`config.mk`:
```
export PLATFORM = sky130hd
export DESIGN_NAME = ram_result_merger_flat
export DESIGN_NICKNAME = d
export VERILOG_FILES = /design/src/rtl/ram_result_merger_if.sv /design/src/rtl/ram_result_merger.sv /design/src/flat_wrapper.sv
export SDC_FILE = /design/constraint.sdc
export NUM_CORES = 1
export LEC_CHECK = 0
export CORE_UTILIZATION = 41
export CTS_CLUSTER_SIZE = 28
export DETAILED_ROUTE_END_ITERATION = 7
export GPL_TIMING_DRIVEN = 0
export PLACE_DENSITY_LB_ADDON = 0.12
export SLEW_MARGIN = 25
export SYNTH_ARGS = -nofsm -noshare
export SYNTH_HDL_FRONTEND = slang
export SYNTH_SLANG_ARGS = --single-unit
```
`constraint.sdc`:
```
create_clock -name clk -period 3.5 [get_ports clk]
set_input_delay 0.7 -clock clk [delete_from_list [all_inputs] [get_ports clk]]
set_output_delay 0.7 -clock clk [all_outputs]
set_load 0.03 [all_outputs]
```
`src/rtl/ram_result_merger_if.sv`:
```
// ram_result_merger_if
//   Bundles the even/odd read-port inputs, the write-port outputs and the
//   drain/status signals of ram_result_merger.
//   slave  : view used by the merger itself.
//   master : view used by whatever drives the merger (sources, sink, control).
//   Ports carried:
//     even_/odd_data_in [80:72] addr, [71:64] byte valid, [63:0] data
//     even_/odd_ram_select_in  nonzero means an entry is present
//     even_/odd_rd             pop strobe back to the source
//     wr_*                     registered output entry, wr_stall backpressure
//     block_out_finish/drain_done, busy, even_/odd_count
interface ram_result_merger_if #(
  parameter int CNT_W = 16
);
  logic [80:0]      even_data_in;
  logic [7:0]       even_ram_select_in;
  logic             even_rd;
  logic [80:0]      odd_data_in;
  logic [7:0]       odd_ram_select_in;
  logic             odd_rd;

  logic             wr_stall;
  logic             wr_valid;
  logic [63:0]      wr_data;
  logic [8:0]       wr_address;
  logic [7:0]       wr_byte_valid;
  logic [7:0]       wr_select;
  logic             wr_odd;

  logic             block_out_finish;
  logic             drain_done;
  logic             busy;
  logic [CNT_W-1:0] even_count;
  logic [CNT_W-1:0] odd_count;

  modport slave (
    input  even_data_in, even_ram_select_in, odd_data_in, odd_ram_select_in,
    input  wr_stall, block_out_finish,
    output even_rd, odd_rd,
    output wr_valid, wr_data, wr_address, wr_byte_valid, wr_select, wr_odd,
    output drain_done, busy, even_count, odd_count
  );

  modport master (
    output even_data_in, even_ram_select_in, odd_data_in, odd_ram_select_in,
    output wr_stall, block_out_finish,
    input  even_rd, odd_rd,
    input  wr_valid, wr_data, wr_address, wr_byte_valid, wr_select, wr_odd,
    input  drain_done, busy, even_count, odd_count
  );
endinterface

```
`src/rtl/ram_result_merger.sv`:
```
// ram_result_merger
//   Merges entries from an even and an odd read port into a single registered
//   write port. Ties are resolved round-robin, entries with zero byte valid are
//   popped and dropped, and a drain request waits for both ports and the output
//   register to empty before pulsing drain_done and clearing the counters.
//   Ports:
//     clk    rising-edge clock
//     rst_n  asynchronous reset, active low
//     bus    ram_result_merger_if.slave (see interface file for the signal list)
//
//   state    | meaning
//   ---------+------------------------------------------------------------
//   ST_IDLE  | nothing seen since the last drain; busy=0
//   ST_RUN   | forwarding entries; waiting for block_out_finish
//   ST_DRAIN | forwarding until both ports and the output register are empty
module ram_result_merger #(
  parameter int CNT_W = 16
) (
  input  logic                clk,
  input  logic                rst_n,
  ram_result_merger_if.slave  bus
);

  typedef enum logic [1:0] {
    ST_IDLE  = 2'd0,
    ST_RUN   = 2'd1,
    ST_DRAIN = 2'd2
  } state_t;

  state_t           state_q, state_d;
  logic             last_odd_q, last_odd_d;
  logic             drain_done_q, drain_done_d;
  logic [CNT_W-1:0] even_cnt_q, even_cnt_d;
  logic [CNT_W-1:0] odd_cnt_q, odd_cnt_d;

  logic             wr_valid_q, wr_valid_d;
  logic [63:0]      wr_data_q, wr_data_d;
  logic [8:0]       wr_address_q, wr_address_d;
  logic [7:0]       wr_byte_valid_q, wr_byte_valid_d;
  logic [7:0]       wr_select_q, wr_select_d;
  logic             wr_odd_q, wr_odd_d;

  logic             even_pres;
  logic             odd_pres;
  logic             accept;
  logic             grant_even;
  logic             grant_odd;
  logic [80:0]      gnt_data;
  logic [7:0]       gnt_sel;
  logic             fwd;

  assign even_pres = |bus.even_ram_select_in;
  assign odd_pres  = |bus.odd_ram_select_in;
  assign accept    = ~wr_valid_q | ~bus.wr_stall;

  // rst_n gates the grants so no port is popped while reset is held, even
  // though the output register already reads empty.
  assign grant_even = rst_n & accept & even_pres & (~odd_pres | last_odd_q);
  assign grant_odd  = rst_n & accept & odd_pres  & (~even_pres | ~last_odd_q);

  assign gnt_data = grant_odd ? bus.odd_data_in       : bus.even_data_in;
  assign gnt_sel  = grant_odd ? bus.odd_ram_select_in : bus.even_ram_select_in;
  assign fwd      = (grant_even | grant_odd) & (|gnt_data[71:64]);

  always_comb begin
    last_odd_d      = last_odd_q;
    wr_valid_d      = wr_valid_q;
    wr_data_d       = wr_data_q;
    wr_address_d    = wr_address_q;
    wr_byte_valid_d = wr_byte_valid_q;
    wr_select_d     = wr_select_q;
    wr_odd_d        = wr_odd_q;

    if (grant_even | grant_odd) begin
      last_odd_d = grant_odd;
    end

    // Fields are only reloaded on a forwarded entry; a dropped entry or an
    // idle cycle just clears wr_valid and leaves the previous fields behind.
    if (accept) begin
      wr_valid_d = fwd;
      if (fwd) begin
        wr_address_d    = gnt_data[80:72];
        wr_byte_valid_d = gnt_data[71:64];
        wr_data_d       = gnt_data[63:0];
        wr_select_d     = gnt_sel;
        wr_odd_d        = grant_odd;
      end
    end
  end

  always_comb begin
    state_d      = state_q;
    drain_done_d = 1'b0;
    even_cnt_d   = even_cnt_q;
    odd_cnt_d    = odd_cnt_q;

    if (fwd & grant_even) begin
      even_cnt_d = even_cnt_q + 1'b1;
    end
    if (fwd & grant_odd) begin
      odd_cnt_d = odd_cnt_q + 1'b1;
    end

    case (state_q)
      ST_IDLE: begin
        if (bus.block_out_finish) begin
          state_d = ST_DRAIN;
        end else if (even_pres | odd_pres) begin
          state_d = ST_RUN;
        end
      end
      ST_RUN: begin
        if (bus.block_out_finish) begin
          state_d = ST_DRAIN;
        end
      end
      ST_DRAIN: begin
        // Ports empty means no grant this cycle, so clearing cannot race an
        // increment.
        if (~even_pres & ~odd_pres & ~wr_valid_q) begin
          state_d      = ST_IDLE;
          drain_done_d = 1'b1;
          even_cnt_d   = '0;
          odd_cnt_d    = '0;
        end
      end
      default: begin
        state_d = ST_IDLE;
      end
    endcase
  end

  always_ff @(posedge clk or negedge rst_n) begin
    if (!rst_n) begin
      state_q         <= ST_IDLE;
      last_odd_q      <= 1'b1;
      drain_done_q    <= 1'b0;
      even_cnt_q      <= '0;
      odd_cnt_q       <= '0;
      wr_valid_q      <= 1'b0;
      wr_data_q       <= '0;
      wr_address_q    <= '0;
      wr_byte_valid_q <= '0;
      wr_select_q     <= '0;
      wr_odd_q        <= 1'b0;
    end else begin
      state_q         <= state_d;
      last_odd_q      <= last_odd_d;
      drain_done_q    <= drain_done_d;
      even_cnt_q      <= even_cnt_d;
      odd_cnt_q       <= odd_cnt_d;
      wr_valid_q      <= wr_valid_d;
      wr_data_q       <= wr_data_d;
      wr_address_q    <= wr_address_d;
      wr_byte_valid_q <= wr_byte_valid_d;
      wr_select_q     <= wr_select_d;
      wr_odd_q        <= wr_odd_d;
    end
  end

  assign bus.even_rd       = grant_even;
  assign bus.odd_rd        = grant_odd;
  assign bus.wr_valid      = wr_valid_q;
  assign bus.wr_data       = wr_data_q;
  assign bus.wr_address    = wr_address_q;
  assign bus.wr_byte_valid = wr_byte_valid_q;
  assign bus.wr_select     = wr_select_q;
  assign bus.wr_odd        = wr_odd_q;
  assign bus.drain_done    = drain_done_q;
  assign bus.busy          = (state_q != ST_IDLE);
  assign bus.even_count    = even_cnt_q;
  assign bus.odd_count     = odd_cnt_q;

endmodule
```
`src/flat_wrapper.sv`:
```
// flat-port wrapper written by rule: the top's interface ports become plain ports
module ram_result_merger_flat 
#(
  parameter int CNT_W = 16
)
  (clk, rst_n, bus_even_data_in, bus_even_ram_select_in, bus_odd_data_in, bus_odd_ram_select_in, bus_wr_stall, bus_block_out_finish, bus_even_rd, bus_odd_rd, bus_wr_valid, bus_wr_data, bus_wr_address, bus_wr_byte_valid, bus_wr_select, bus_wr_odd, bus_drain_done, bus_busy, bus_even_count, bus_odd_count);
  ram_result_merger_if #(.CNT_W(CNT_W)) bus_i ();
  input  logic clk;
  input  logic rst_n;
  input wire logic [$bits(bus_i.even_data_in)-1:0] bus_even_data_in;
  input wire logic [$bits(bus_i.even_ram_select_in)-1:0] bus_even_ram_select_in;
  input wire logic [$bits(bus_i.odd_data_in)-1:0] bus_odd_data_in;
  input wire logic [$bits(bus_i.odd_ram_select_in)-1:0] bus_odd_ram_select_in;
  input wire logic [$bits(bus_i.wr_stall)-1:0] bus_wr_stall;
  input wire logic [$bits(bus_i.block_out_finish)-1:0] bus_block_out_finish;
  output wire logic [$bits(bus_i.even_rd)-1:0] bus_even_rd;
  output wire logic [$bits(bus_i.odd_rd)-1:0] bus_odd_rd;
  output wire logic [$bits(bus_i.wr_valid)-1:0] bus_wr_valid;
  output wire logic [$bits(bus_i.wr_data)-1:0] bus_wr_data;
  output wire logic [$bits(bus_i.wr_address)-1:0] bus_wr_address;
  output wire logic [$bits(bus_i.wr_byte_valid)-1:0] bus_wr_byte_valid;
  output wire logic [$bits(bus_i.wr_select)-1:0] bus_wr_select;
  output wire logic [$bits(bus_i.wr_odd)-1:0] bus_wr_odd;
  output wire logic [$bits(bus_i.drain_done)-1:0] bus_drain_done;
  output wire logic [$bits(bus_i.busy)-1:0] bus_busy;
  output wire logic [$bits(bus_i.even_count)-1:0] bus_even_count;
  output wire logic [$bits(bus_i.odd_count)-1:0] bus_odd_count;
  assign bus_i.even_data_in = bus_even_data_in;
  assign bus_i.even_ram_select_in = bus_even_ram_select_in;
  assign bus_i.odd_data_in = bus_odd_data_in;
  assign bus_i.odd_ram_select_in = bus_odd_ram_select_in;
  assign bus_i.wr_stall = bus_wr_stall;
  assign bus_i.block_out_finish = bus_block_out_finish;
  assign bus_even_rd = bus_i.even_rd;
  assign bus_odd_rd = bus_i.odd_rd;
  assign bus_wr_valid = bus_i.wr_valid;
  assign bus_wr_data = bus_i.wr_data;
  assign bus_wr_address = bus_i.wr_address;
  assign bus_wr_byte_valid = bus_i.wr_byte_valid;
  assign bus_wr_select = bus_i.wr_select;
  assign bus_wr_odd = bus_i.wr_odd;
  assign bus_drain_done = bus_i.drain_done;
  assign bus_busy = bus_i.busy;
  assign bus_even_count = bus_i.even_count;
  assign bus_odd_count = bus_i.odd_count;
  ram_result_merger #(.CNT_W(CNT_W)) u_core (.clk(clk), .rst_n(rst_n), .bus(bus_i));
endmodule
```
==> results.cfg, run 1 <==
[job]
maxCapViolCount = 0

[sta]
finalSetupViolations = 0
fin_crit_ns = 3.411
tightest_slew_ns = 0.5498
rsz0062_at_grt = no
fin_worst_skew_ns = 0.007397
hold_violations = 0
tns_ns = 0
slew-limit-headroom_pct = 63.01
slew_viol_final = 0
fmax_mhz = 293.2
fin_crit_sh_pct = 97.46

[pwr]
leakage_nw = 4.159
p_clk_share_pct = 21.7
vdd_drop_max_mv = 0.5640
power_density_mw_per_mm2 = 855.1
seq_power_share_pct = 27.7
internal_power_mw = 5.573
p_sw_mw = 3.333
p_comb_share_pct = 50.6
switching_share_pct = 37.42

[detailed_routing]
wl_mm = 19.42
dr_total_vias = 5460
ant_nets = 0
drt_iter0_drc = 205
vias_per_cell = 5.280
drc = 0
drtPass1Iterations = 5
wire_per_inst_microns = 18.79

[worst_setup_path]
crit_path_end = bus_odd_rd
end_kind = output pin
critical-path-max-stage-delay_ns = 0.56
crit_family = simple AND/OR/NAND/NOR gates
cp_slowest_cell = or4_4
cp-start-kind = input pin
crit_cells = 6
startpoint = bus_even_ram_select_in[5]
worstPathMaxFanout = 10
r2r-start = u_core.bus.wr_valid
path_class = in2out
r2r_setup_slack_ns = 0.80
cp.required_ns = 2.80
rr_endpoint = u_core.bus.even_count[14]
cp.buffers_inverters = 3
crit_arrival_ns = 2.71
crit_path_cell_trace = clkdlybuf4s50_1 > or4_4 > o21a_1 > or2_4 > inv_1 > clkdlybuf4s15_1
reg2regPathDepth = 8

[die]
start_util_pct = 41.88
fp.dieArea_sq_mm = 0.01597
core_area_sq_mm = 0.01515
fp.dieW_microns = 126.4
fp.dieH_microns = 126.4
row_count = 45
ios = 309

[status]
outcome = finished clean

[yosys]
ys_warn_count = 0
synth_ff_type = dfrtp_1
ys_ff_latch = 127
syn-mean-instance-area_sq_um = 12.64
yosysSeqAreaShare_pct = 50.12
yosys.cell_types.count = 35
synthCells = 502
synth-async-reset-ratio_pct = 100.0
syn_area_sq_mm = 0.006344
synth-edff-count = 0
synth_fp_nets = 686

[cts]
cts_max_path_buffers = 2
cts-htree-levels = 4
cts_tree = yes
cts_buffers = 17
insertion_delay_ns = 0.42
clock-sinks = 127
clkTransAtPathRegs_ns = 0.05
hold_buffers = 0
clock_tree.root_cell = clkbuf_16

[placement]
dpl.cell_count = 999
gp_routability_congestion = 0.7841
io_buffer_count = 308
dp_hpwl_mm = 14.81

[global_routing]
grt_pass1_vias = 5773
grt_antenna_before_repair = 1
grt_usage_pct = 24.61
grt_max_degree = 57
overflow = 0
grt_pass1_wl_mm = 30.24

[min_path]
hp-class = in2async

[layout]
final_layout_size_suffix_gt1_share_pct = 28.28
stdcell_count = 1034
fin_nets = 1018
post-route-util_pct = 68.77
area_growth_pct = 64.18
## synth_stat cells (3+ instances only)
cell	n	area share (%)
mux2_2	179	32
dfrtp_1	126	50
buf_2	20	1.6
a21oi_1	17	1.3
nand2_1	16	0.95
o31ai_1	15	1.8
or4_1	15	1.8
nand3_1	12	0.95
inv_1	11	0.65
o21ai_0	10	0.79
clkbuf_1	9	0.53
nand4_1	9	0.89
nor2_1	8	0.47
nor4_1	8	0.79
or3_1	8	0.79
o211ai_1	6	0.71
o21a_1	5	0.59
o31a_1	4	0.55
and3_1	3	0.30
xnor2_1	3	0.41
## flip-flops by register name, summed over array words and instances (netlist names)
register                  cells
u_core.bus.drain_done         1
u_core.state_q                2
u_core.bus.wr_address         9
u_core.bus.even_count        16
u_core.bus.wr_select          8
u_core.bus.wr_valid           1
u_core.bus.wr_byte_valid      8
u_core.bus.odd_count         16
u_core.bus.wr_data           64
u_core.last_odd_q             1
u_core.bus.wr_odd             1
## power by group through the flow
stage | Combinational (mW) | Sequential (mW) | Clock (mW)
4_1_cts | 4.52 | 2.47 | 1.97
6_report | 4.50 | 2.47 | 1.93
5_1_grt | 4.72 | 2.55 | 2.03
3_5_place_dp | 4.49 | 2.48 | 0
3_3_place_gp | 4.43 | 2.45 | 0
2_1_floorplan | 1.44 | 3.64 | 0
## layout by cell type (no fill, tap or decap), types with 2 or more instances in the layout
cell type,n
mux2_2,179
a21oi_1,17
bufinv_16,5
buf_4,5
clkbuf_1,12
o21ai_0,10
ha_1,2
or3_1,8
or4_4,2
nor2_1,8
o21a_1,5
buf_2,19
o211ai_1,6
clkbuf_8,3
nand4_1,9
nor4_1,8
and3_1,3
and2_1,2
clkbuf_16,17
o31ai_1,15
xnor2_1,3
nand3_1,12
nand2_1,15
inv_1,11
o31a_1,4
clkdlybuf4s50_1,305
or4_1,15
dfrtp_1,126
## per-layer routing
layer / routed length (microns) / GRT usage, % / vias up
met3: 1520 / 7.465 / 36
met4: 524 / 11.06 / 0
met5: 0 / 0 / -
met1: 7367 / 26.56 / 2648
met2: 10010 / 44.30 / 239
li1: - / - / 2537
## area by class of cell
type / count / area, sq um
Fill cell: 1118 / 4731
Timing Repair Buffer: 315 / 3189
Sequential cell: 127 / 3179
Multi-Input combinational cell: 335 / 3005
Clock buffer: 24 / 481.7
Tap cell: 188 / 235.2
Clock inverter: 6 / 155.1
Buffer: 27 / 125.1
Inverter: 11 / 41.29
Antenna cell: 1 / 2.502
## worst min path at each step
stage | start | end | slack [ns] | cells after the start
6_report | rst_n | u_core.bus.wr_address[3] | 0.14 | 1
5_1_grt | rst_n | u_core.bus.wr_address[3] | 0.16 | 1
4_1_cts | rst_n | u_core.bus.wr_address[3] | 0.17 | 1
3_5_place_dp | u_core.bus.wr_odd | u_core.bus.wr_odd | 0.47 | 2
3_3_place_gp | u_core.bus.wr_odd | u_core.bus.wr_odd | 0.46 | 2
2_1_floorplan | rst_n | u_core.bus.drain_done | 0.40 | 0
## stage by stage
| step | cell area (sq um) | power, mW | hold slack [ns] | setup WS [ns] |
|---|---|---|---|---|
| floorplan | 6344 | 5.076 | 0.4044 | 0.5132 |
| global placement | 9662 | 6.878 | 0.4634 | -5.009 |
| detailed placement | 9694 | 6.977 | 0.4718 | -0.9622 |
| CTS | 10370 | 8.957 | 0.1661 | 0.02312 |
| global route | 10420 | 9.309 | 0.1575 | 0.001942 |
| finish | 10420 | 8.906 | 0.1420 | 0.08899 |
## kinds of logic after synthesis
| kind of cell | count (synthesis) | synth area share [%] |
|---|---|---|
| buffers and inverters | 40 | 2.761 |
| adder cells (fa/ha/maj) | 2 | 0.3944 |
| AO/OA/AOI/OAI | 62 | 6.351 |
| multiplexers | 180 | 31.93 |
| flip-flops | 127 | 50.12 |
| XOR/XNOR | 3 | 0.4143 |
| AND/OR/NAND/NOR | 88 | 8.028 |
## timing repair
item / in CTS / in global routing
resized for setup: 9 / 1
gates cloned: 1 / 0
setup buffers: 0 / 5
pin swaps: 0 / 1
endpoints found under the setup margin: 91 / 90
Power figures use the tool's default switching activity.
==> inputs of run 2 (changes only) <==
--- a/config.mk
+++ b/config.mk
@@ -5,11 +5,13 @@
 export SDC_FILE = /design/constraint.sdc
 export NUM_CORES = 1
 export LEC_CHECK = 0
+export CORE_MARGIN = 5
 export CORE_UTILIZATION = 41
 export CTS_CLUSTER_SIZE = 28
 export DETAILED_ROUTE_END_ITERATION = 7
 export GPL_TIMING_DRIVEN = 0
 export PLACE_DENSITY_LB_ADDON = 0.12
+export REMOVE_ABC_BUFFERS = 1
 export SLEW_MARGIN = 25
 export SYNTH_ARGS = -nofsm -noshare
 export SYNTH_HDL_FRONTEND = slang
==> constraint.sdc (replaced) <==
create_clock -name clk -period 3.5 [get_ports clk]
set_input_delay 0.7 -clock clk [delete_from_list [all_inputs] [get_ports clk]]
set_output_delay 0.7 -clock clk [all_outputs]
set_load 0.05 [all_outputs]
==> run 2 against run 1 <==
Net effect:
- clock power down 5%
- clock-buffer cell count is 4 higher
- flip-flop and latch count is the same
- via count is 1.5% lower
- global-route usage shrank 2.3 points
- non-clock buffer count shrank 24
- core utilization shrank 0.82 points
- cell area fell by 0.83%
==> results.cfg, run 2 (synthesis results as in run 1) <==
[placement]
gp_routability_congestion = 0.8204
dpl.cell_count = 973
io_buffer_count = 308
dp_hpwl_mm = 15.27

[worst_setup_path]
r2r-start = u_core.bus.wr_valid
reg2regPathDepth = 7
cp.required_ns = 2.80
critical-path-max-stage-delay_ns = 0.56
crit_arrival_ns = 2.70
cp.buffers_inverters = 3
cp_slowest_cell = or4_4
end_kind = output pin
rr_endpoint = u_core.bus.wr_select[3]
worstPathMaxFanout = 7
cp-start-kind = input pin
crit_path_cell_trace = clkdlybuf4s50_1 > or4_4 > o21a_1 > or2_4 > inv_1 > clkdlybuf4s15_2
crit_family = simple AND/OR/NAND/NOR gates
path_class = in2out
r2r_setup_slack_ns = 0.65

[detailed_routing]
drt_iter0_drc = 283
drc = 0
ant_nets = 0
vias_per_cell = 5.312
wl_mm = 20.11
wire_per_inst_microns = 19.87
drtPass1Iterations = 4
dr_total_vias = 5376

[layout]
fin_nets = 995
final_layout_size_suffix_gt1_share_pct = 27.55
fillCellCount = 1131
stdcell_count = 1012
area_growth_pct = 62.82
mostFrequentLayoutCells = 305 x clkdlybuf4s50_1, 179 x mux2_2, 126 x dfrtp_1
largest_reg_flops = 64
num_antenna_cells = 0
layout_commonest_cell = clkdlybuf4s50_1

[sta]
slew_viol_final = 0
rsz0062_at_grt = no
fin_worst_skew_ns = 0.005494
fmax_mhz = 294.3
hold_violations = 0
finalSetupViolations = 0
tightest_slew_ns = 0.6090
fin_crit_ns = 3.398
slew-limit-headroom_pct = 59.27
hold_ws_ns = 0.1953
fin_crit_sh_pct = 97.07

[global_routing]
grt_max_degree = 83
grt_pass1_wl_mm = 31.22
grt_usage_pct = 22.29
grt_pass1_vias = 5806
overflow = 0
grt_antenna_before_repair = 0

[cts]
clock-sinks = 127
clkTransAtPathRegs_ns = 0.05
cts-htree-levels = 4
insertion_delay_ns = 0.41
cts_tree = yes
clock_tree.root_cell = clkbuf_16
cts_max_path_buffers = 2
cts_buffers = 17

[pwr]
power_density_mw_per_mm2 = 944.3
vdd_drop_max_mv = 0.6077
leakage_nw = 4.075

[die]
row_count = 45
fp.dieH_microns = 134.4
start_util_pct = 41.73
fp.dieW_microns = 134.4
ios = 309
fp.dieArea_sq_mm = 0.01806
core_area_sq_mm = 0.01520

[job]
maxCapViolCount = 0

[min_path]
hp-class = in2async

[status]
outcome = finished clean
run 2: cell types whose count changed in the layout (fill, tap and decap cells not counted), sizes merged:
cell | before | now
bufinv | 5 | 3
diode | 1 | 0
clkinvlp | 0 | 2
clkbuf | 32 | 28
inv | 11 | 10
or2 | 2 | 3
buf | 26 | 11
bufbuf | 1 | 0
clkinv | 1 | 0
run 2: repair_timing:
action,in CTS,in global routing
pin swaps,1,1
endpoints found under the setup margin,81,52
gates resized for setup,7,2
hold buffers,0,0
buffers inserted,1,5
cloned,1,0
run 2: worst max-delay path by stage:
stage	endpoint	depth (start not counted)	slack (ns)	startpoint
final	bus_odd_rd	6	0.10	bus_even_ram_select_in[5]
after global routing	u_core.bus.wr_select[3]	8	0.02	bus_odd_ram_select_in[3]
after CTS	u_core.bus.odd_count[12]	6	0.02	bus_odd_ram_select_in[7]
after detailed placement	u_core.bus.wr_data[31]	8	-0.70	bus_odd_ram_select_in[7]
after global placement	u_core.bus.wr_data[10]	6	-7.11	rst_n
after floorplan	bus_odd_rd	4	-1.62	bus_odd_ram_select_in[7]
run 2: report_power, final:
group	switching [mW]	internal (mW)	total, mW
Clock	0.615	1.22	1.83
Combinational	3.29	2.15	5.44
Sequential	0.388	2.09	2.48
run 2: stage by stage:
| step | util [%] | worst slack, ns | area, sq um | power [mW] | setup TNS, ns |
|---|---|---|---|---|---|
| CTS | 67.64 | 0.01879 | 10280 | 9.853 | 0 |
| detailed placement | 63.45 | -0.7005 | 9646 | 7.951 | -53.74 |
| finish | 67.94 | 0.1025 | 10330 | 9.753 | 0 |
| floorplan | - | -1.621 | 6210 | 6.040 | -108.75 |
| global placement | 62.67 | -7.113 | 9528 | 7.973 | -1221.84 |
| global route | 67.94 | 0.01682 | 10330 | 10.16 | 0 |
run 2: layout make-up:
class,instances,area (sq um),share of cell area (%)
Sequential cell,127,3179,30.78
Inverter,11,45.04,0.4361
Timing Repair Buffer,318,3241,31.37
Multi-Input combinational cell,336,3014,29.18
Tap cell,188,235.2,2.277
Clock inverter,4,97.59,0.9449
Clock buffer,28,516.7,5.003
run 2: routing by layer:
metal	vias to the layer above	part of all wire, %	global-route usage, %
met2	209	52	38.18
li1	2497	-	-
met3	27	8.7	8.927
met1	2643	38	25.34
met5	-	0	0
met4	0	2.2	7.579
==> inputs of run 3 (changes only) <==
--- a/config.mk
+++ b/config.mk
@@ -6,7 +6,8 @@
 export NUM_CORES = 1
 export LEC_CHECK = 0
 export CORE_MARGIN = 5
-export CORE_UTILIZATION = 41
+export CORE_UTILIZATION = 42
+export CTS_BUF_LIST = sky130_fd_sc_hd__clkbuf_2
 export CTS_CLUSTER_SIZE = 28
 export DETAILED_ROUTE_END_ITERATION = 7
 export GPL_TIMING_DRIVEN = 0
==> run 3 against run 2 <==
Net effect:
- flip-flop and latch count unchanged
- non-clock buffer count increased by 5
- register-to-register slack got worse by 0.21 ns
- setup slack got worse by 0.041 ns
- critical path depth increased by 1
- worst hold slack improved by 0.31 ns
- core utilization decreased by 0.50 points
==> results.cfg, run 3 (synthesis results as in run 1) <==
[status]
outcome = finished clean

[layout]
largest_reg_flops = 64
layout_commonest_cell = clkdlybuf4s50_1
mostFrequentLayoutCells = 305 x clkdlybuf4s50_1, 179 x mux2_2, 126 x dfrtp_1
area_growth_pct = 59.82
final_layout_size_suffix_gt1_share_pct = 28.23
final_area_sq_mm = 0.01014
fin_nets = 1000

[die]
fp.dieH_microns = 132.9
row_count = 45
fp.dieW_microns = 132.9
fp.dieArea_sq_mm = 0.01766
ios = 309
core_area_sq_mm = 0.01503
start_util_pct = 42.20

[cts]
clock-sinks = 127
cts_buffers = 17
cts-htree-levels = 4
cts_tree = yes
cts_max_path_buffers = 2
clock_tree.root_cell = clkbuf_2
clkTransAtPathRegs_ns = 0.16
insertion_delay_ns = 0.72

[global_routing]
grt_usage_pct = 23.04
grt_max_degree = 57
grt_antenna_before_repair = 1
overflow = 0
grt_pass1_wl_mm = 31.58
grt_pass1_vias = 5841

[job]
maxCapViolCount = 0

[placement]
gp_routability_congestion = 0.8601
pre_cts_ws_ns = -1.041
io_buffer_count = 308
dp_hpwl_mm = 14.98
dpl_cell_area_sq_mm = 0.009638

[pwr]
power_mw = 9.003
vdd_drop_max_mv = 0.5611
p_sw_mw = 4.266
seq_power_share_pct = 27.3
internal_power_mw = 4.737
leakage_nw = 4.019
switching_share_pct = 47.39
power_density_mw_per_mm2 = 888.0
p_clk_share_pct = 11.5
p_comb_share_pct = 61.2

[sta]
fmax_mhz = 290.8
slew_viol_final = 0
hold_ws_ns = 0.5004
hold_violations = 0
fin_crit_ns = 3.439
slew-limit-headroom_pct = 53.61
tns_ns = 0
tightest_slew_ns = 0.6952
fin_worst_skew_ns = 0.05080
setup_ws_ns = 0.06102
fin_crit_sh_pct = 98.26
rsz0062_at_grt = no
finalSetupViolations = 0

[min_path]
hold_start = u_core.bus.wr_odd
hp-class = reg2reg

[worst_setup_path]
crit_arrival_ns = 2.74
crit_path_cell_trace = clkdlybuf4s50_1 > or4_4 > o21a_2 > or2_4 > buf_16 > inv_1 > buf_4
cp-start-kind = input pin
startpoint = bus_even_ram_select_in[4]
critical-path-max-stage-delay_ns = 0.54
cp.required_ns = 2.80
end_kind = output pin
cp_slowest_cell = or4_4
r2r-start = u_core.bus.wr_valid
worstPathMaxFanout = 28
path_class = in2out

[detailed_routing]
vias_per_cell = 5.233
ant_nets = 0
wl_mm = 20.26
wire_per_inst_microns = 19.90
drc = 0
drtPass1Iterations = 4
dr_total_vias = 5327
drt_iter0_drc = 231
==> run 3: power groups by stage <==
stage	Clock (mW)	Combinational (mW)	Sequential [mW]
floorplan	0	1.49	4.55
global placement	0	5.51	2.45
detailed placement	0	5.46	2.48
CTS	1.07	5.56	2.46
global route	1.13	5.74	2.54
finish	1.04	5.51	2.46
==> run 3: worst max-delay path, delay by kind of cell <==
kind / cells / cell delay, ns
AOI/OAI and AO/OA: 1 / 0.29
and+or+nand+nor: 2 / 0.85
buffers and inverters: 4 / 0.88
==> run 3: layout make-up <==
type / instances / area [sq um]
fillers: 1127 / 4895
repair buffers: 323 / 3372
flip-flops and latches: 127 / 3179
multi-input cells: 336 / 3028
well taps: 188 / 235.2
clock inverters: 15 / 195.2
clock buffers: 17 / 85.08
inverters: 11 / 41.29
diodes: 1 / 2.502
==> run 3: routing by layer <==
layer / vias to the layer above / GRT usage (%) / wire length, microns
li1: 2514 / - / -
met1: 2582 / 25.02 / 7540
met2: 205 / 40.46 / 10420
met3: 26 / 9.810 / 1831
met4: 0 / 7.564 / 464
met5: - / 0 / 0
==> run 3: per-stage QoR <==
step / util (%) / std cells
finish: 67.44 / 1018
global route: 67.44 / 1018
CTS: 67.31 / 1015
detailed placement: 64.11 / 973
floorplan: - / 473
global placement: 63.38 / 969
==> run 3: what timing repair did <==
action / in CTS / in global routing
cloned: 3 / 0
hold buffers: 6 / 0
setup buffers: 1 / 2
hold endpoints to repair: 56 / 0
pin swaps: 1 / 1
gates resized for setup: 11 / 1
setup endpoints to repair: 36 / 1
==> run 3: worst paths after layout <==
path	endpoint	slack [ns]	depth (start not counted)
worst max-delay path	bus_odd_rd	0.06	7
worst min-delay path	u_core.bus.wr_odd	0.50	2
worst max register to register	u_core.bus.wr_data[46]	0.44	7
worst min register to register	u_core.bus.wr_odd	0.50	2
max in group asynchronous	u_core.bus.odd_count[11]	2.51	4
min in group asynchronous	u_core.bus.wr_data[63]	0.67	4
